### src/rtl/demux4_buf_if.sv
// Handshake bundle for the registered 1-to-4 demultiplexer.
// The producer drives in_valid/d/s, the consumers drive r0..r3, and the
// demux returns in_ready, the four channel buffers and their valid flags.
interface demux4_buf_if #(
    parameter int WIDTH = 32
);
    logic             in_valid;
    logic             in_ready;
    logic [WIDTH-1:0] d;
    logic [1:0]       s;
    logic [WIDTH-1:0] y0;
    logic [WIDTH-1:0] y1;
    logic [WIDTH-1:0] y2;
    logic [WIDTH-1:0] y3;
    logic             v0;
    logic             v1;
    logic             v2;
    logic             v3;
    logic             r0;
    logic             r1;
    logic             r2;
    logic             r3;
    logic [3:0]       pend;

    // Producer/consumer side (testbench or surrounding datapath)
    modport master (
        output in_valid, d, s, r0, r1, r2, r3,
        input  in_ready, y0, y1, y2, y3, v0, v1, v2, v3, pend
    );

    // Demux side
    modport slave (
        input  in_valid, d, s, r0, r1, r2, r3,
        output in_ready, y0, y1, y2, y3, v0, v1, v2, v3, pend
    );
endinterface

### src/rtl/demux4_buf.sv
// Registered 1-to-4 demultiplexer. Each output channel owns a one-entry
// buffer (full flag + data word). The input is stalled only by the channel
// it currently targets, so a busy consumer never blocks the other three.
module demux4_buf #(
    parameter int WIDTH = 32
) (
    input  logic        clk,
    input  logic        rst,
    demux4_buf_if.slave bus
);

    logic [3:0]       full;
    logic [WIDTH-1:0] data_q [4];
    logic [3:0]       r_vec;
    logic [3:0]       drain;
    logic [3:0]       acc_vec;
    logic             ready;
    logic             accept;

    // Handshake decode: readiness follows only the selected channel, and a
    // channel that is draining this cycle can take a new word at the same edge.
    always_comb begin
        r_vec   = {bus.r3, bus.r2, bus.r1, bus.r0};
        ready   = ~full[bus.s] | r_vec[bus.s];
        accept  = bus.in_valid & ready;
        drain   = full & r_vec;
        acc_vec = 4'b0000;
        if (accept) begin
            acc_vec[bus.s] = 1'b1;
        end
    end

    // Per-channel buffer update; an accept wins over a drain so a channel
    // can sustain one word per cycle. Empty channels keep their stale data.
    always_ff @(posedge clk or posedge rst) begin
        if (rst) begin
            full <= 4'b0000;
            for (int i = 0; i < 4; i++) begin
                data_q[i] <= '0;
            end
        end else begin
            for (int i = 0; i < 4; i++) begin
                if (acc_vec[i]) begin
                    full[i]   <= 1'b1;
                    data_q[i] <= bus.d;
                end else if (drain[i]) begin
                    full[i]   <= 1'b0;
                end
            end
        end
    end

    assign bus.in_ready = ready;
    assign bus.y0       = data_q[0];
    assign bus.y1       = data_q[1];
    assign bus.y2       = data_q[2];
    assign bus.y3       = data_q[3];
    assign bus.v0       = full[0];
    assign bus.v1       = full[1];
    assign bus.v2       = full[2];
    assign bus.v3       = full[3];
    assign bus.pend     = full;

endmodule
### src/flat_wrapper.sv
// flat-port wrapper written by rule: the top's interface ports become plain ports
module demux4_buf_flat 
#(
    parameter int WIDTH = 32
)
  (clk, rst, bus_in_valid, bus_d, bus_s, bus_r0, bus_r1, bus_r2, bus_r3, bus_in_ready, bus_y0, bus_y1, bus_y2, bus_y3, bus_v0, bus_v1, bus_v2, bus_v3, bus_pend);
  demux4_buf_if #(.WIDTH(WIDTH)) bus_i ();
  input  logic clk;
  input  logic rst;
  input wire logic [$bits(bus_i.in_valid)-1:0] bus_in_valid;
  input wire logic [$bits(bus_i.d)-1:0] bus_d;
  input wire logic [$bits(bus_i.s)-1:0] bus_s;
  input wire logic [$bits(bus_i.r0)-1:0] bus_r0;
  input wire logic [$bits(bus_i.r1)-1:0] bus_r1;
  input wire logic [$bits(bus_i.r2)-1:0] bus_r2;
  input wire logic [$bits(bus_i.r3)-1:0] bus_r3;
  output wire logic [$bits(bus_i.in_ready)-1:0] bus_in_ready;
  output wire logic [$bits(bus_i.y0)-1:0] bus_y0;
  output wire logic [$bits(bus_i.y1)-1:0] bus_y1;
  output wire logic [$bits(bus_i.y2)-1:0] bus_y2;
  output wire logic [$bits(bus_i.y3)-1:0] bus_y3;
  output wire logic [$bits(bus_i.v0)-1:0] bus_v0;
  output wire logic [$bits(bus_i.v1)-1:0] bus_v1;
  output wire logic [$bits(bus_i.v2)-1:0] bus_v2;
  output wire logic [$bits(bus_i.v3)-1:0] bus_v3;
  output wire logic [$bits(bus_i.pend)-1:0] bus_pend;
  assign bus_i.in_valid = bus_in_valid;
  assign bus_i.d = bus_d;
  assign bus_i.s = bus_s;
  assign bus_i.r0 = bus_r0;
  assign bus_i.r1 = bus_r1;
  assign bus_i.r2 = bus_r2;
  assign bus_i.r3 = bus_r3;
  assign bus_in_ready = bus_i.in_ready;
  assign bus_y0 = bus_i.y0;
  assign bus_y1 = bus_i.y1;
  assign bus_y2 = bus_i.y2;
  assign bus_y3 = bus_i.y3;
  assign bus_v0 = bus_i.v0;
  assign bus_v1 = bus_i.v1;
  assign bus_v2 = bus_i.v2;
  assign bus_v3 = bus_i.v3;
  assign bus_pend = bus_i.pend;
  demux4_buf #(.WIDTH(WIDTH)) u_core (.clk(clk), .rst(rst), .bus(bus_i));
endmodule
### config.mk
export PLATFORM = sky130hd
export DESIGN_NAME = demux4_buf_flat
export DESIGN_NICKNAME = d
export VERILOG_FILES = /design/src/rtl/demux4_buf_if.sv /design/src/rtl/demux4_buf.sv /design/src/flat_wrapper.sv
export SDC_FILE = /design/constraint.sdc
export NUM_CORES = 1
export LEC_CHECK = 0
export ABC_CLOCK_PERIOD_IN_PS = 3550
export BUFFER_PORTS_ARGS = -buffer_cell sky130_fd_sc_hd__buf_4
export CORE_MARGIN = 2
export CORE_UTILIZATION = 45
export CTS_CLUSTER_DIAMETER = 50
export DETAILED_ROUTE_END_ITERATION = 12
export PLACE_DENSITY = 0.77
export REMOVE_ABC_BUFFERS = 1
export SYNTH_ARGS = -nofsm -noshare
export SYNTH_HDL_FRONTEND = slang
export SYNTH_SLANG_ARGS = --single-unit
### constraint.sdc
create_clock -name clk -period 3.55 [get_ports clk]
set_input_delay 0.1775 -clock clk [delete_from_list [all_inputs] [get_ports clk]]
set_output_delay 0.1775 -clock clk [all_outputs]
set_load 0.01 [all_outputs]
Word-level counts from Yosys, hierarchy flattened. Index checks and enable logic that the tools add are counted.

Register bits after elaboration: 132. Logic and storage cells: 34. Output and inout bits: 137.

Order comparisons: 2. Bitwise gates (word level): 4. Muxes and demuxes: 15. Reductions and logical operators: 5.

Operators by type and width (count): $mux W1 (11); $reduce_bool A2 Y1 (4); $and A4 B4 Y4 (1); $bmux W1 S2 (2); $mux W4 (1); $lt A2 B3 Y1 const B (1); $demux W1 S2 (1); $ge A2 B1 Y1 const B (1); $and A1 B1 Y1 (1); $logic_and A1 B1 Y1 (1); $not A1 Y1 (1); $or A1 B1 Y1 (1).

Longest topological paths before layout.
Word-level depth: 7. Depth in mapped cells: 6. Depth with buffers taken out: 3.

Least setup slack after synthesis. OpenSTA, ideal clock, no wires.

Kind: register to register. From: reg u_core.full[1] (netlist: u_core.bus.pend[1]). To: reg u_core.data_q (netlist bit u_core.bus.y1[0]). Data arrival time: 1334 ps. Cell stages (with the launch flop): 5. Data required time: 3425 ps. Library setup time: 125 ps. Slack: 2092 ps. Cells stage by stage: dfrtp_1 nand2b_1 nor3b_2 buf_4 mux2_2.

Cells in the longest elaborated chain, start to end: 6.

RTL lines: start, declared (line demux4_buf.sv:12) `logic [3:0] full;`; start signal, assigned (line demux4_buf.sv:37) `full <= 4'b0000;`; start signal, assigned by index (line demux4_buf.sv:44) `full[i] <= 1'b1;`; start signal, assigned by index (line demux4_buf.sv:47) `full[i] <= 1'b0;`; $bmux W1 S2 (line demux4_buf.sv:24) `ready = ~full[bus.s] | r_vec[bus.s];`; $mux W1 (implied by the code) (line demux4_buf.sv:24); $not A1 Y1 (line demux4_buf.sv:24); $or A1 B1 Y1 (line demux4_buf.sv:24); $and A1 B1 Y1 (line demux4_buf.sv:25) `accept = bus.in_valid & ready;`; $mux W4 (line demux4_buf.sv:28) `if (accept) begin`; end signal, assigned by index (line demux4_buf.sv:45) `data_q[i] <= bus.d;`; end, declared (line demux4_buf.sv:13) `logic [WIDTH-1:0] data_q [4];`.

No other way between the ends. The select of a mux whose other input is x is not followed. A chain may end at the register's enable or synchronous reset.

Final worst setup path.
From: in bus_s[0]. To: reg u_core.data_q (netlist bit u_core.bus.y0[13]).

Cells in the longest elaborated chain, start to end: 6. Elaborated cells between the ends (all ways): 13. Those cells by class: 2 x order compare; 7 x mux; 3 x bitwise; 1 x reduce/logical.

RTL lines: start, declared (line flat_wrapper.sv:12) `input wire logic [$bits(bus_i.s)-1:0] bus_s;`; branches (longest 5 deep; another with $lt A2 B3 Y1); $mux W4 * (line demux4_buf.sv:28).

Every way passes the cells marked *. The select of a mux whose other input is x is not followed.

==> results.toml <==
[drt]
avgViaCountPerCell = 4.822
drtAntennaViolNets = 0
post_drt_wl_per_cell_um = 16.94
vias = 3221
dr.pass1.iters = 4
drt-initial-drc-count = 90
route.detailed.drc = 0
routed_wl_um = 11320

[logic_synthesis]
yosysSeqAreaShare = 0.6580
syn_avg_cell_area_um2 = 16.90
yosys_warnings = 0
synth_seq_cells = 132
netlist_area_um2 = 5020
synth_cell_type_count = 17
synthCells = 297

[clock_tree]
cts-buffers-inserted = 17
cts.path.max_buffers = 2
tritoncts = "done"
htree_levels = 4
post_cts_resized = 0
numClockSinks = 132
ctsHoldBuffers = 38
cts_setup_buffers = 0
clk_pin_slew_ps = 60
insertion_delay_ps = 510
root_buffer = "clkbuf_8"

[die]
core-area_um2 = 10840
rows = 38
initial_utilization = 0.4631
die_w_um = 109.6
ioPinCount = 178
fp.dieH_um = 109.6
die-area_um2 = 12020

[sta]
hold_viol_final = 0
timing.final.crit_share = 0.5820
setup_viol = 0
fin_worst_skew_ps = 7.896
fmax_mhz = 484.0
slew_violations = 0
rsz0062_at_grt = "false"
relSlewSlack = 0.3204
worst_pin_slew_ps = 1014
final.min_clock_period_ps = 2066

[critical_path]
path_cells = "dlygate4sd3_1 -> buf_4 -> nor2b_1 -> nand3b_2 -> mux2_2"
cpMaxStageDelayCell = "nand3b_2"
reg2regPathDepth = 3
slowest_delay_ps = 780
crit_type = "in -> reg"
ff2ff_setup_slack_ps = 1540
cp.arrival_ps = 2450
cp-start-kind = "input port"
timing.rr.end = "u_core.bus.y0[13]"
cp-end-kind = "register"
r2r_start = "u_core.bus.pend[0]"
cp_max_fo = 33
crit_required_ps = 3930

[power]
ir_worst_vdd_uv = 327.0
p_leak_uw = 0.003472
design_power_total_uw = 4910
p_per_area_nw_per_um2 = 661.5

[place]
hpwl_um = 7392
place_congestion = 0.6989
io_buffers = 177
place_area_um2 = 6424

[cells_and_area]
final_util = 0.6847
design_area_um2 = 7422
mostFrequentLayoutCells = "buf_4, dfrtp_1, mux2_2"
fin_nets = 556
antenna_cells = 0
syn2layout_area_growth_pct = 47.86
drive_above_1_share = 0.6477
nFillCells = 786
layout_commonest_cell = "buf_4"

[hold_path]
min_path_cells = 3
hold_start = "bus_r1"
holdPathEnd = "u_core.bus.pend[1]"
holdCritPathClass = "in -> reg"

[flow_run]
maxCapViolations = 0

[run_status]
outcome = "finished, final reports clean"

[grt]
first_global_vias = 3466
grt_first_pass_wirelength_um = 17690
grtUsageTotal = 0.1964
grt_max_degree = 68
grt_overflow = 0
antenna_found_initial = 0
==> synthesized netlist by cell type, drive strengths merged <==
cell type / instances / share of area
dfrtp: 132 / 0.66
nor2b: 2 / 0.0025
o21ai: 1 / 0.0010
buf: 18 / 0.029
nand3: 1 / 0.0010
inv: 1 / 0.00075
mux2: 128 / 0.29
nand2b: 4 / 0.0050
nand2: 5 / 0.0037
mux4: 1 / 0.0045
clkbuf: 1 / 0.0010
and3: 1 / 0.0012
nor3b: 1 / 0.0025
nand3b: 1 / 0.0022
==> power breakdown <==
part / internal, uW / total (uW) / switching, uW
Combinational: 679 / 1140 / 462
Clock: 1150 / 1780 / 634
Sequential: 1820 / 1990 / 171
==> worst max-delay path, delay by kind of cell <==
kind | cells | cell delay (ps)
buffers and inverters | 2 | 690
and+or+nand+nor | 2 | 980
muxes | 1 | 590
==> routing by layer <==
| layer | vias to the layer above | routed length, um | track usage |
|---|---|---|---|
| met5 | - | 0 | 0 |
| met4 | 0 | 106 | 0.06510 |
| met3 | 11 | 773 | 0.07172 |
| met2 | 111 | 5775 | 0.3302 |
| met1 | 1626 | 4663 | 0.2342 |
| li1 | 1473 | - | - |
==> worst max path at each step <==
stage / startpoint / end / slack [ps] / depth (start not counted)
6_report: bus_s[0] / u_core.bus.y0[13] / 1480 / 5
5_1_grt: bus_s[0] / u_core.bus.y0[27] / 1340 / 5
4_1_cts: bus_s[0] / u_core.bus.y0[27] / 1470 / 5
3_5_place_dp: bus_s[0] / u_core.bus.y0[7] / 1490 / 4
3_3_place_gp: bus_s[0] / u_core.bus.y0[27] / 1570 / 4
2_1_floorplan: rst / u_core.bus.pend[0] / -150 / 1
==> area by class of cell <==
| class | count | area, um^2 | share of cell area |
|---|---|---|---|
| sequential | 132 | 3303 | 0.4450 |
| clock buffer | 21 | 469.2 | 0.06322 |
| timing repair buffer | 218 | 1744 | 0.2350 |
| tap | 140 | 175.2 | 0.02360 |
| clock inverter | 11 | 148.9 | 0.02006 |
| multi-input combinational | 145 | 1575 | 0.2122 |
| inverter | 1 | 6.256 | 0.0008429 |
==> state kept, by name (all words and copies together), names as in the netlist <==
signal	count
u_core.bus.y2	32
u_core.bus.y3	32
u_core.bus.y1	32
u_core.bus.pend	4
u_core.bus.y0	32
==> kinds of logic after synthesis <==
| logic type | Yosys count | share of synthesized area |
|---|---|---|
| DFF | 132 | 0.6580 |
| muxes | 129 | 0.2916 |
| buffers and inverters | 20 | 0.03115 |
| and+or+nand+nor | 15 | 0.01819 |
| AOI/OAI and AO/OA | 1 | 0.0009961 |
==> metrics by stage <==
step	TNS, ps	hold slack, ps	std cells	worst slack [ps]
6_report	0	28.68	668	1484
3_5_place_dp	0	396.6	598	1490
5_1_grt	0	15.29	668	1339
3_3_place_gp	0	380.2	598	1572
4_1_cts	0	1.222	668	1471
2_1_floorplan	-20270	285.6	278	-153.5
Note: power is estimated with default switching activity, not from simulation.
